`config.mk`:
```
export PLATFORM = sky130hd
export DESIGN_NAME = div_seq_ctrl
export DESIGN_NICKNAME = d
export VERILOG_FILES = /design/src/rtl/div_seq_ctrl.sv
export SDC_FILE = /design/constraint.sdc
export NUM_CORES = 1
export LEC_CHECK = 0
export ABC_AREA = 1
export BUFFER_PORTS_ARGS = -buffer_cell sky130_fd_sc_hd__buf_4
export CAP_MARGIN = 10
export CORE_MARGIN = 2
export CORE_UTILIZATION = 55
export CTS_BUF_LIST = sky130_fd_sc_hd__clkbuf_16
export CTS_CLUSTER_SIZE = 8
export DETAILED_ROUTE_END_ITERATION = 10
export GPL_ROUTABILITY_DRIVEN = 0
export PLACE_DENSITY_LB_ADDON = 0.25
export SKIP_LAST_GASP = 1
export SYNTH_ARGS = -nofsm -noshare
export SYNTH_HDL_FRONTEND = slang
export SYNTH_SLANG_ARGS = --single-unit
```
`constraint.sdc`:
```
create_clock -name clk -period 8.35 [get_ports clk]
set_input_delay 0.4175 -clock clk [delete_from_list [all_inputs] [get_ports clk]]
set_output_delay 0.4175 -clock clk [all_outputs]
set_load 0.05 [all_outputs]
```
`src/rtl/div_seq_ctrl.sv`:
```
// Sequential non-restoring divider: one quotient bit per clock, signed via magnitude/sign fix-up.
// Optional zero-divisor short-cut enabled by defining DIV_ZERO_DETECT_EN.
module div_seq_ctrl #(
   parameter int unsigned WIDTH  = 32,
   parameter bit          SIGNED = 1'b1
) (
   input  logic               clk,
   input  logic               clr,
   input  logic               start,
   input  logic [WIDTH-1:0]   dividend,
   input  logic [WIDTH-1:0]   divisor,
   output logic               busy,
   output logic               done,
   output logic               div_zero,
   output logic [2*WIDTH-1:0] out
);

   localparam int unsigned CW   = (WIDTH > 1) ? $clog2(WIDTH) : 1;
   localparam logic [1:0]  IDLE = 2'd0;
   localparam logic [1:0]  ITER = 2'd1;
   localparam logic [1:0]  FIX  = 2'd2;

   logic [1:0]         state, state_d;
   logic [CW-1:0]      count, count_d;
   logic [WIDTH:0]     a, a_d;
   logic [WIDTH-1:0]   q, q_d, m, m_d;
   logic               neg_q, neg_q_d, neg_r, neg_r_d;
   logic               busy_d, done_d, dz_d;
   logic [2*WIDTH-1:0] out_d;

   logic               sgn_dd, sgn_ds;
   logic [WIDTH-1:0]   mag_dd, mag_ds;
   logic [WIDTH:0]     a_sh, a_step;
   logic [WIDTH-1:0]   r_fix, quo, rem;

   // Operand magnitudes; the most-negative value maps onto itself as an unsigned number.
   always_comb begin
      sgn_dd = SIGNED && dividend[WIDTH-1];
      sgn_ds = SIGNED && divisor[WIDTH-1];
      mag_dd = sgn_dd ? (~dividend) + WIDTH'(1) : dividend;
      mag_ds = sgn_ds ? (~divisor) + WIDTH'(1) : divisor;
   end

   // One non-restoring step and the final restore/sign correction.
   always_comb begin
      a_sh   = {a[WIDTH-1:0], q[WIDTH-1]};
      a_step = a[WIDTH] ? a_sh + {1'b0, m} : a_sh - {1'b0, m};
      r_fix  = a[WIDTH] ? a[WIDTH-1:0] + m : a[WIDTH-1:0];
      quo    = neg_q ? (~q) + WIDTH'(1) : q;
      rem    = neg_r ? (~r_fix) + WIDTH'(1) : r_fix;
   end

   always_comb begin
      state_d = state;
      count_d = count;
      a_d     = a;
      q_d     = q;
      m_d     = m;
      neg_q_d = neg_q;
      neg_r_d = neg_r;
      busy_d  = busy;
      done_d  = 1'b0;
      dz_d    = div_zero;
      out_d   = out;
      case (state)
         IDLE: begin
            if (start) begin
               dz_d = 1'b0;
`ifdef DIV_ZERO_DETECT_EN
               if (divisor == '0) begin
                  out_d  = {dividend, {WIDTH{1'b1}}};
                  dz_d   = 1'b1;
                  done_d = 1'b1;
               end else
`endif
               begin
                  q_d     = mag_dd;
                  m_d     = mag_ds;
                  a_d     = '0;
                  count_d = '0;
                  neg_q_d = sgn_dd ^ sgn_ds;
                  neg_r_d = sgn_dd;
                  busy_d  = 1'b1;
                  state_d = ITER;
               end
            end
         end
         ITER: begin
            a_d     = a_step;
            q_d     = {q[WIDTH-2:0], ~a_step[WIDTH]};
            count_d = count + CW'(1);
            if (count == CW'(WIDTH-1)) state_d = FIX;
         end
         FIX: begin
            out_d   = {rem, quo};
            done_d  = 1'b1;
            busy_d  = 1'b0;
            state_d = IDLE;
         end
         default: state_d = IDLE;
      endcase
   end

   always_ff @(posedge clk) begin
      if (!clr) begin
         state    <= IDLE;
         count    <= '0;
         a        <= '0;
         q        <= '0;
         m        <= '0;
         neg_q    <= 1'b0;
         neg_r    <= 1'b0;
         busy     <= 1'b0;
         done     <= 1'b0;
         div_zero <= 1'b0;
         out      <= '0;
      end else begin
         state    <= state_d;
         count    <= count_d;
         a        <= a_d;
         q        <= q_d;
         m        <= m_d;
         neg_q    <= neg_q_d;
         neg_r    <= neg_r_d;
         busy     <= busy_d;
         done     <= done_d;
         div_zero <= dz_d;
         out      <= out_d;
      end
   end

endmodule

```
==> impl_metrics.prom, run 1 <==
# TYPE chip_impl_metric gauge
chip_impl_metric{name="synth_enable_flop_cells",unit=""} 0
chip_impl_metric{name="area_growth",unit="%"} 12.5
chip_impl_metric{name="global_route.usage.total",unit="%"} 32.2
chip_impl_metric{name="fp.dieArea",unit="um2"} 27500
chip_impl_metric{name="placement.setup.worst_slack",unit="ps"} 4520
chip_impl_metric{name="floorplan.initialDensity",unit="%"} 55.6
chip_impl_metric{name="power.share.clock",unit="%"} 23.7
chip_impl_metric{name="power.density_cell_area",unit="nW/um2"} 206
chip_impl_metric{name="route.final.wire_length",unit="um"} 44900
chip_impl_metric{name="clock-skew-final",unit="ps"} 17.5
chip_impl_metric{name="final_cell_count_no_fill",unit=""} 2859
chip_impl_metric{name="setup_viol_count_final",unit=""} 0
chip_impl_metric{name="asyncSetResetFlopFracSynth",unit="%"} 0
chip_impl_metric{name="first_pass_grt_wire_length",unit="um"} 73300
chip_impl_metric{name="power_switching",unit="uW"} 1530
chip_impl_metric{name="cellLeakagePower",unit="uW"} 0.00807
chip_impl_info{name="cell_repeated_most_along_the_worst_path",value="nand2_1"} 1
chip_impl_info{name="yosys.area.top_type",value="dfxtp_1"} 1
chip_impl_info{name="rr_endpoint",value="q[0]"} 1
chip_impl_metric{name="die_w",unit="um"} 166
chip_impl_metric{name="via_count",unit=""} 16267
chip_impl_info{name="slowest_stage",value="dfxtp_1"} 1
chip_impl_info{name="cts.root.buffer_cell",value="clkbuf_16"} 1
chip_impl_metric{name="drtAntennaViolNets",unit=""} 0
chip_impl_info{name="timing.hold.worst.start",value="divisor[0]"} 1
chip_impl_metric{name="place.port_buffers",unit=""} 132
chip_impl_metric{name="clock_latency",unit="ps"} 440
chip_impl_metric{name="synthDistinctLibCells",unit=""} 54
chip_impl_metric{name="synth_warnings",unit=""} 0
chip_impl_metric{name="placed_cells",unit=""} 2828
chip_impl_info{name="worst_hold_path_type",value="in2reg"} 1
chip_impl_metric{name="clk_transition_reported_paths",unit="ps"} 70
chip_impl_metric{name="die-height",unit="um"} 166
chip_impl_metric{name="min_period",unit="ps"} 3890
chip_impl_metric{name="std_cell_rows",unit=""} 59
chip_impl_metric{name="vdd.ir_drop.worst",unit="uV"} 113
chip_impl_metric{name="drive_above_1_share",unit="%"} 10.0
chip_impl_info{name="startpoint_type",value="flop"} 1
chip_impl_metric{name="drc",unit=""} 0
chip_impl_metric{name="internal-power",unit="uW"} 1810
chip_impl_metric{name="crit_buf_inv",unit=""} 2
chip_impl_metric{name="max-slew-margin-rel",unit="%"} 27.6
chip_impl_info{name="cts_tree",value="built"} 1
chip_impl_metric{name="dp_hpwl",unit="um"} 35100
chip_impl_metric{name="ctsResizeCount",unit=""} 0
chip_impl_metric{name="grt_start_max_net_pins",unit=""} 79
chip_impl_metric{name="setup_tns",unit="ps"} 0
chip_impl_metric{name="finalWorstSetupSlack",unit="ps"} 4460
chip_impl_metric{name="power.switching_fraction",unit="%"} 45.9
chip_impl_metric{name="synthesis.instances",unit=""} 2426
chip_impl_info{name="startpoint_of_the_lowest_slack_register_to_register_path",value="m[1]"} 1
chip_impl_metric{name="fin_worst_hold_slack",unit="ps"} 265
chip_impl_metric{name="initial_antenna_violation_count",unit=""} 0
chip_impl_metric{name="critPathMaxFanout",unit=""} 4
chip_impl_metric{name="post_synth.cell_area_avg",unit="um2"} 5.94
chip_impl_metric{name="p_total",unit="uW"} 3340
chip_impl_info{name="critical_path_class",value="reg2reg"} 1
chip_impl_metric{name="maxClockFrequency",unit="MHz"} 257
chip_impl_metric{name="routed_wire_length_per_instance",unit="um"} 15.7
chip_impl_metric{name="p_seq_share",unit="%"} 29.5
chip_impl_metric{name="tritoncts.num_buffers",unit=""} 17
chip_impl_info{name="endpoint_kind",value="flop"} 1
chip_impl_metric{name="synth.cell_area",unit="um2"} 14400
chip_impl_metric{name="via_count_of_the_first_global_routing_pass",unit=""} 14742
chip_impl_metric{name="critical_path_arrival",unit="ps"} 4180
chip_impl_info{name="most_common_cell_after_layout_fill_and_taps_aside",value="nand2_1"} 1
chip_impl_info{name="critical_path.top_delay_family",value="simple AND/OR/NAND/NOR gates"} 1
chip_impl_info{name="outcome",value="completed"} 1
chip_impl_metric{name="cts-hold-fix-buffers",unit=""} 0
chip_impl_metric{name="pin_count",unit=""} 134
chip_impl_metric{name="max_stage_delay",unit="ps"} 370
chip_impl_metric{name="worstPathRequired",unit="ps"} 8640
chip_impl_metric{name="synth_seq_cells",unit=""} 172
chip_impl_metric{name="maxCapViolations",unit=""} 0
chip_impl_metric{name="cts-htree-levels",unit=""} 4
chip_impl_metric{name="r2r_slack",unit="ps"} 4460
chip_impl_metric{name="final_hold_violations",unit=""} 0
chip_impl_metric{name="tritoncts_num_sinks",unit=""} 172
chip_impl_metric{name="maxSlewViolCount",unit=""} 0
chip_impl_metric{name="core_area",unit="um2"} 25900
chip_impl_metric{name="post-cts-setup-buffer-count",unit=""} 0
chip_impl_metric{name="grt-ovfl-total",unit=""} 0
chip_impl_metric{name="synth_top_area_share",unit="%"} 23.9
chip_impl_metric{name="fill_cells",unit=""} 2457
chip_impl_info{name="hold_path_end",value="m[0]"} 1
chip_impl_metric{name="period_share",unit="%"} 46.5
chip_impl_metric{name="cts_buffer_depth",unit=""} 2
chip_impl_metric{name="share_comb_of_total_power",unit="%"} 46.9
chip_impl_info{name="most_area_consuming_cells_after_synthesis",value="dfxtp_1, nand2_1, inv_1"} 1
chip_impl_metric{name="antenna-diode-count",unit=""} 0
chip_impl_metric{name="dr.pass1.iters",unit=""} 5
chip_impl_metric{name="syn_nets",unit=""} 2565
chip_impl_metric{name="drt-initial-drc-count",unit=""} 1558
chip_impl_metric{name="ys_seq_area_share",unit="%"} 23.9
chip_impl_metric{name="hold_depth",unit=""} 3
chip_impl_metric{name="ff2ff_path_depth",unit=""} 25
chip_impl_metric{name="viasPerCell",unit=""} 5.69
chip_impl_metric{name="tightest_slew",unit="ps"} 1080
chip_impl_metric{name="finish.net_count",unit=""} 2651
chip_impl_info{name="synth_flop_cell",value="dfxtp_1"} 1
chip_impl_info{name="grt_setup_unrepaired",value="false"} 1
chip_impl_info{name="final_cell_mix",value="nand2_1, inv_1, nor2_1"} 1
power groups by stage:
stage / clock network (uW) / logic, uW / registers [uW]
after global placement: 0 / 1480 / 992
after global routing: 828 / 1760 / 988
after floorplan: 0 / 1170 / 949
after detailed placement: 0 / 1520 / 996
final: 790 / 1570 / 985
after CTS: 794 / 1530 / 977
flip-flops by register name (all words and copies together), names as in the netlist:
| name | cells |
|---|---|
| q | 32 |
| neg_q | 1 |
| done | 1 |
| busy | 1 |
| out | 64 |
| state | 2 |
| neg_r | 1 |
| a | 33 |
| m | 32 |
| count | 5 |
worst min-delay path: stages:
cell and delay, ps:
buf_4 90, inv_1 50, a21oi_1 110
metrics by stage:
step,area (um2),util (%)
floorplan,14400,-
global placement,15600,60.3
detailed placement,15600,60.3
CTS,16200,62.6
global route,16200,62.6
finish,16200,62.6
metal layers:
layer | vias to the layer above | track usage, % | share of wire [%]
met1 | 7340 | 44.3 | 44
li1 | 8093 | - | -
met4 | 0 | 11.9 | 3.5
met5 | - | 0 | 0
met2 | 734 | 50.8 | 43
met3 | 100 | 5.29 | 9.3
Yosys cell counts (8+ instances only):
cell	number
o21ai_0	135
xor2_1	48
nor3_1	39
nand3_1	181
o31ai_1	9
nand3b_1	9
clkbuf_1	56
nor3_2	8
o221ai_1	8
xnor2_1	22
nor4_1	15
nand4_1	24
nand2_1	725
buf_1	12
a22oi_1	8
a32o_1	9
or2_2	34
inv_1	307
dfxtp_1	172
nor2_1	212
o21ai_1	16
a31oi_1	24
ha_1	70
a21oi_1	195
cell families (layout without fill, tap and decap cells):
| group | Yosys count | after routing | synth area share [%] |
|---|---|---|---|
| compound gates | 443 | 443 | 17.2 |
| fa+ha+maj | 72 | 72 | 6.35 |
| xor+xnor | 70 | 70 | 4.25 |
| other cells | 1 | 1 | 0.0260 |
| simple gates | 1279 | 1279 | 38.0 |
| flops | 172 | 172 | 23.9 |
| buf+inv | 389 | 487 | 10.3 |
how the worst max path moves through the flow:
stage                     cells after the start  from  slack [ps]  endpoint
final                                        25  m[1]        4460      q[0]
after global placement                       25  m[1]        4610      q[0]
after detailed placement                     25  m[1]        4520      q[0]
after floorplan                              25  m[1]        5160      q[0]
after CTS                                    25  m[1]        4510      q[0]
after global routing                         23  m[1]        3930     a[31]
final cells by class:
cell class	instances	area [um2]	area share (%)
clock inverters	14	154	0.949
inverters	314	1180	7.27
repair buffers	142	1070	6.57
flip-flops and latches	172	3440	21.2
multi-input cells	1865	9530	58.8
well taps	335	419	2.59
clock buffers	17	425	2.62
No activity file was read; power rests on OpenSTA's default activity.
==> run 2, diff against run 1 <==
==> constraint.sdc (replaced) <==
create_clock -name clk -period 3.2 [get_ports clk]
set_input_delay 0.16 -clock clk [delete_from_list [all_inputs] [get_ports clk]]
set_output_delay 0.16 -clock clk [all_outputs]
set_load 0.05 [all_outputs]
==> run 2 against run 1 <==
Net effect: the flow now finishes with violations (negative setup slack); flip-flop and latch count stayed put; worst hold slack got worse by 250 ps; count of clock-buffer cells in the layout is the same; power grew to 3.1 times the previous value; clock power rose to 2.7 times the previous value; die area is the same; first-iteration DRC count is 5.1% higher; utilization rose by 5.6 points; sequential share of layout area shrank 1.7 points; routed wire length increased by 12%; via count is 6.7% higher; combinational power grew to 3.6 times the previous value; largest cell class unchanged; highest routed layer unchanged.
==> impl_metrics.prom, run 2 (same netlist as run 1, synthesis figures left out) <==
# TYPE chip_impl_metric gauge
chip_impl_metric{name="via_count",unit=""} 17357
chip_impl_info{name="critical_path_class",value="reg2reg"} 1
chip_impl_metric{name="std_cell_rows",unit=""} 59
chip_impl_metric{name="largest_register_ffs",unit=""} 64
chip_impl_metric{name="setup_viol_count_final",unit=""} 18
chip_impl_metric{name="drt-initial-drc-count",unit=""} 1638
chip_impl_info{name="slowest_stage",value="ha_4"} 1
chip_impl_info{name="startpoint_of_the_lowest_slack_register_to_register_path",value="m[1]"} 1
chip_impl_metric{name="critPathMaxFanout",unit=""} 3
chip_impl_metric{name="clock_latency",unit="ps"} 450
chip_impl_metric{name="max_stage_delay",unit="ps"} 370
chip_impl_metric{name="pin_count",unit=""} 134
chip_impl_info{name="most_common_cell_after_layout_fill_and_taps_aside",value="nand2_1"} 1
chip_impl_info{name="regMostFlops",value="out"} 1
chip_impl_metric{name="power.density_cell_area",unit="nW/um2"} 584
chip_impl_metric{name="fp.dieArea",unit="um2"} 27500
chip_impl_metric{name="finish.net_count",unit=""} 2758
chip_impl_metric{name="fill_cells",unit=""} 2178
chip_impl_metric{name="drtAntennaViolNets",unit=""} 0
chip_impl_info{name="endpoint_kind",value="flop"} 1
chip_impl_metric{name="critical_path_arrival",unit="ps"} 4080
chip_impl_metric{name="maxSlewViolCount",unit=""} 0
chip_impl_info{name="cts_tree",value="built"} 1
chip_impl_info{name="cell_repeated_most_along_the_worst_path",value="nand2_1"} 1
chip_impl_metric{name="ff2ff_path_depth",unit=""} 26
chip_impl_metric{name="floorplan.initialDensity",unit="%"} 55.6
chip_impl_metric{name="grt_start_max_net_pins",unit=""} 71
chip_impl_metric{name="initial_antenna_violation_count",unit=""} 0
chip_impl_info{name="cts.root.buffer_cell",value="clkbuf_16"} 1
chip_impl_metric{name="viasPerCell",unit=""} 5.85
chip_impl_metric{name="cts-htree-levels",unit=""} 4
chip_impl_metric{name="finalWorstSetupSlack",unit="ps"} -583
chip_impl_metric{name="hold_depth",unit=""} 3
chip_impl_metric{name="max-slew-margin-rel",unit="%"} 32.3
chip_impl_info{name="grt_setup_unrepaired",value="true"} 1
chip_impl_metric{name="routed-wl-met2",unit="um"} 21500
chip_impl_metric{name="cts-hold-fix-buffers",unit=""} 0
chip_impl_info{name="startpoint_type",value="flop"} 1
chip_impl_metric{name="grt-ovfl-total",unit=""} 0
chip_impl_metric{name="dr.pass1.iters",unit=""} 8
chip_impl_metric{name="routed_wire_length_per_instance",unit="um"} 16.9
chip_impl_metric{name="vdd.ir_drop.worst",unit="uV"} 367
chip_impl_metric{name="antenna-diode-count",unit=""} 0
chip_impl_info{name="hold_path_end",value="m[28]"} 1
chip_impl_metric{name="drive_above_1_share",unit="%"} 17.7
chip_impl_metric{name="tritoncts_num_sinks",unit=""} 172
chip_impl_metric{name="dp_hpwl",unit="um"} 35500
chip_impl_info{name="rr_endpoint",value="a[30]"} 1
chip_impl_metric{name="met1_wl",unit="um"} 20100
chip_impl_metric{name="cellLeakagePower",unit="uW"} 0.00874
chip_impl_metric{name="drc",unit=""} 0
chip_impl_metric{name="tightest_slew",unit="ps"} 1010
chip_impl_metric{name="maxCapViolations",unit=""} 0
chip_impl_metric{name="clk_transition_reported_paths",unit="ps"} 80
chip_impl_metric{name="cts_buffer_depth",unit=""} 2
chip_impl_info{name="outcome",value="finished, violations left"} 1
chip_impl_metric{name="first_pass_grt_wire_length",unit="um"} 74500
chip_impl_info{name="timing.hold.worst.start",value="divisor[28]"} 1
chip_impl_metric{name="die_w",unit="um"} 166
chip_impl_metric{name="period_share",unit="%"} 118
chip_impl_metric{name="clock-skew-final",unit="ps"} 14.3
chip_impl_info{name="violations",value="negative setup slack"} 1
chip_impl_metric{name="maxClockFrequency",unit="MHz"} 264
chip_impl_metric{name="final_hold_violations",unit=""} 0
chip_impl_metric{name="r2r_slack",unit="ps"} -580
chip_impl_metric{name="multi_input_area",unit="um2"} 10100
chip_impl_metric{name="tritoncts.num_buffers",unit=""} 17
chip_impl_metric{name="met3_length",unit="um"} 5450
chip_impl_metric{name="area_growth",unit="%"} 22.6
chip_impl_info{name="largestRegisters",value="out: 64 flops, a: 33 flops"} 1
chip_impl_metric{name="final-seq-area",unit="um2"} 3450
chip_impl_metric{name="route.final.wire_length",unit="um"} 50200
chip_impl_info{name="final_cell_mix",value="nand2_1, inv_1, buf_4"} 1
chip_impl_metric{name="finalCoreUtilization",unit="%"} 68.2
chip_impl_metric{name="min_period",unit="ps"} 3780
chip_impl_metric{name="via_count_of_the_first_global_routing_pass",unit=""} 15143
chip_impl_info{name="worst_hold_path_type",value="in2reg"} 1
chip_impl_metric{name="global_route.usage.total",unit="%"} 32.7
chip_impl_metric{name="die-height",unit="um"} 166
chip_impl_metric{name="place.port_buffers",unit=""} 132
chip_impl_metric{name="core_area",unit="um2"} 25900
chip_impl_metric{name="worstPathRequired",unit="ps"} 3500
chip_impl_info{name="maxUsedRoutingLayer",value="met4"} 1
chip_impl_metric{name="p_total",unit="uW"} 10300
run 2: cell types whose count changed in the layout (fill, tap and decap cells not counted), sizes merged:
cell / delta
buf: +107
bufinv: +1
clkinv: -1
clkinvlp: -2
inv: +2
run 2: worst max-delay path by stage:
| stage | slack (ps) | endpoint | from | depth (start not counted) |
|---|---|---|---|---|
| after detailed placement | -370 | a[31] | m[1] | 24 |
| after global placement | -230 | a[29] | m[2] | 23 |
| final | -580 | a[30] | m[1] | 26 |
| after CTS | -220 | q[0] | m[1] | 25 |
| after floorplan | 10 | q[0] | m[1] | 25 |
| after global routing | -790 | a[30] | m[1] | 25 |
run 2: worst max-delay path: cells and delay by family (launching register included):
kind                     cells  cell delay, ps
adder cells (fa/ha/maj)      2             520
AND/OR/NAND/NOR             18            2020
flip-flops                   1             340
buffers and inverters        3             350
XOR/XNOR                     1             120
AO/OA/AOI/OAI                2             280
run 2: layout make-up:
class                      instances  area share [%]
multi-input combinational       1865            57.3
sequential                       172            19.5
timing repair buffer             249            10.8
inverter                         314            6.70
clock buffer                      17            2.41
tap                              335            2.37
clock inverter                    14           0.991
run 2: what timing repair did:
item	CTS	global route
setup buffers	15	12
resized for setup	74	91
pin swaps	50	55
endpoints found under the setup margin	16	40
run 2: where the power goes:
part / total (uW) / internal, uW / switching, uW / leakage [uW]
Clock: 2150 / 1120 / 1030 / 0.000290
Combinational: 5620 / 2140 / 3480 / 0.00704
Sequential: 2550 / 2290 / 259 / 0.00141
Total: 10300 / 5550 / 4770 / 0.00874
run 2: stage by stage:
stage | cell area (um2) | worst slack, ps | TNS (ps) | hold slack (ps) | instances
after floorplan | 14400 | 14.3 | 0 | 298 | 2426
after global placement | 16200 | -233 | -1440 | 441 | 2908
after global routing | 17700 | -790 | -9550 | 8.37 | 2966
after detailed placement | 16200 | -371 | -3070 | 445 | 2908
after CTS | 17200 | -215 | -1370 | 5.59 | 2954
final | 17700 | -583 | -5000 | 11.8 | 2966
run 2: metal layers:
layer,GRT usage (%),up-vias
met5,0,-
met4,15.3,0
met3,5.58,274
met2,51.5,1065
met1,43.8,7732
li1,-,8286
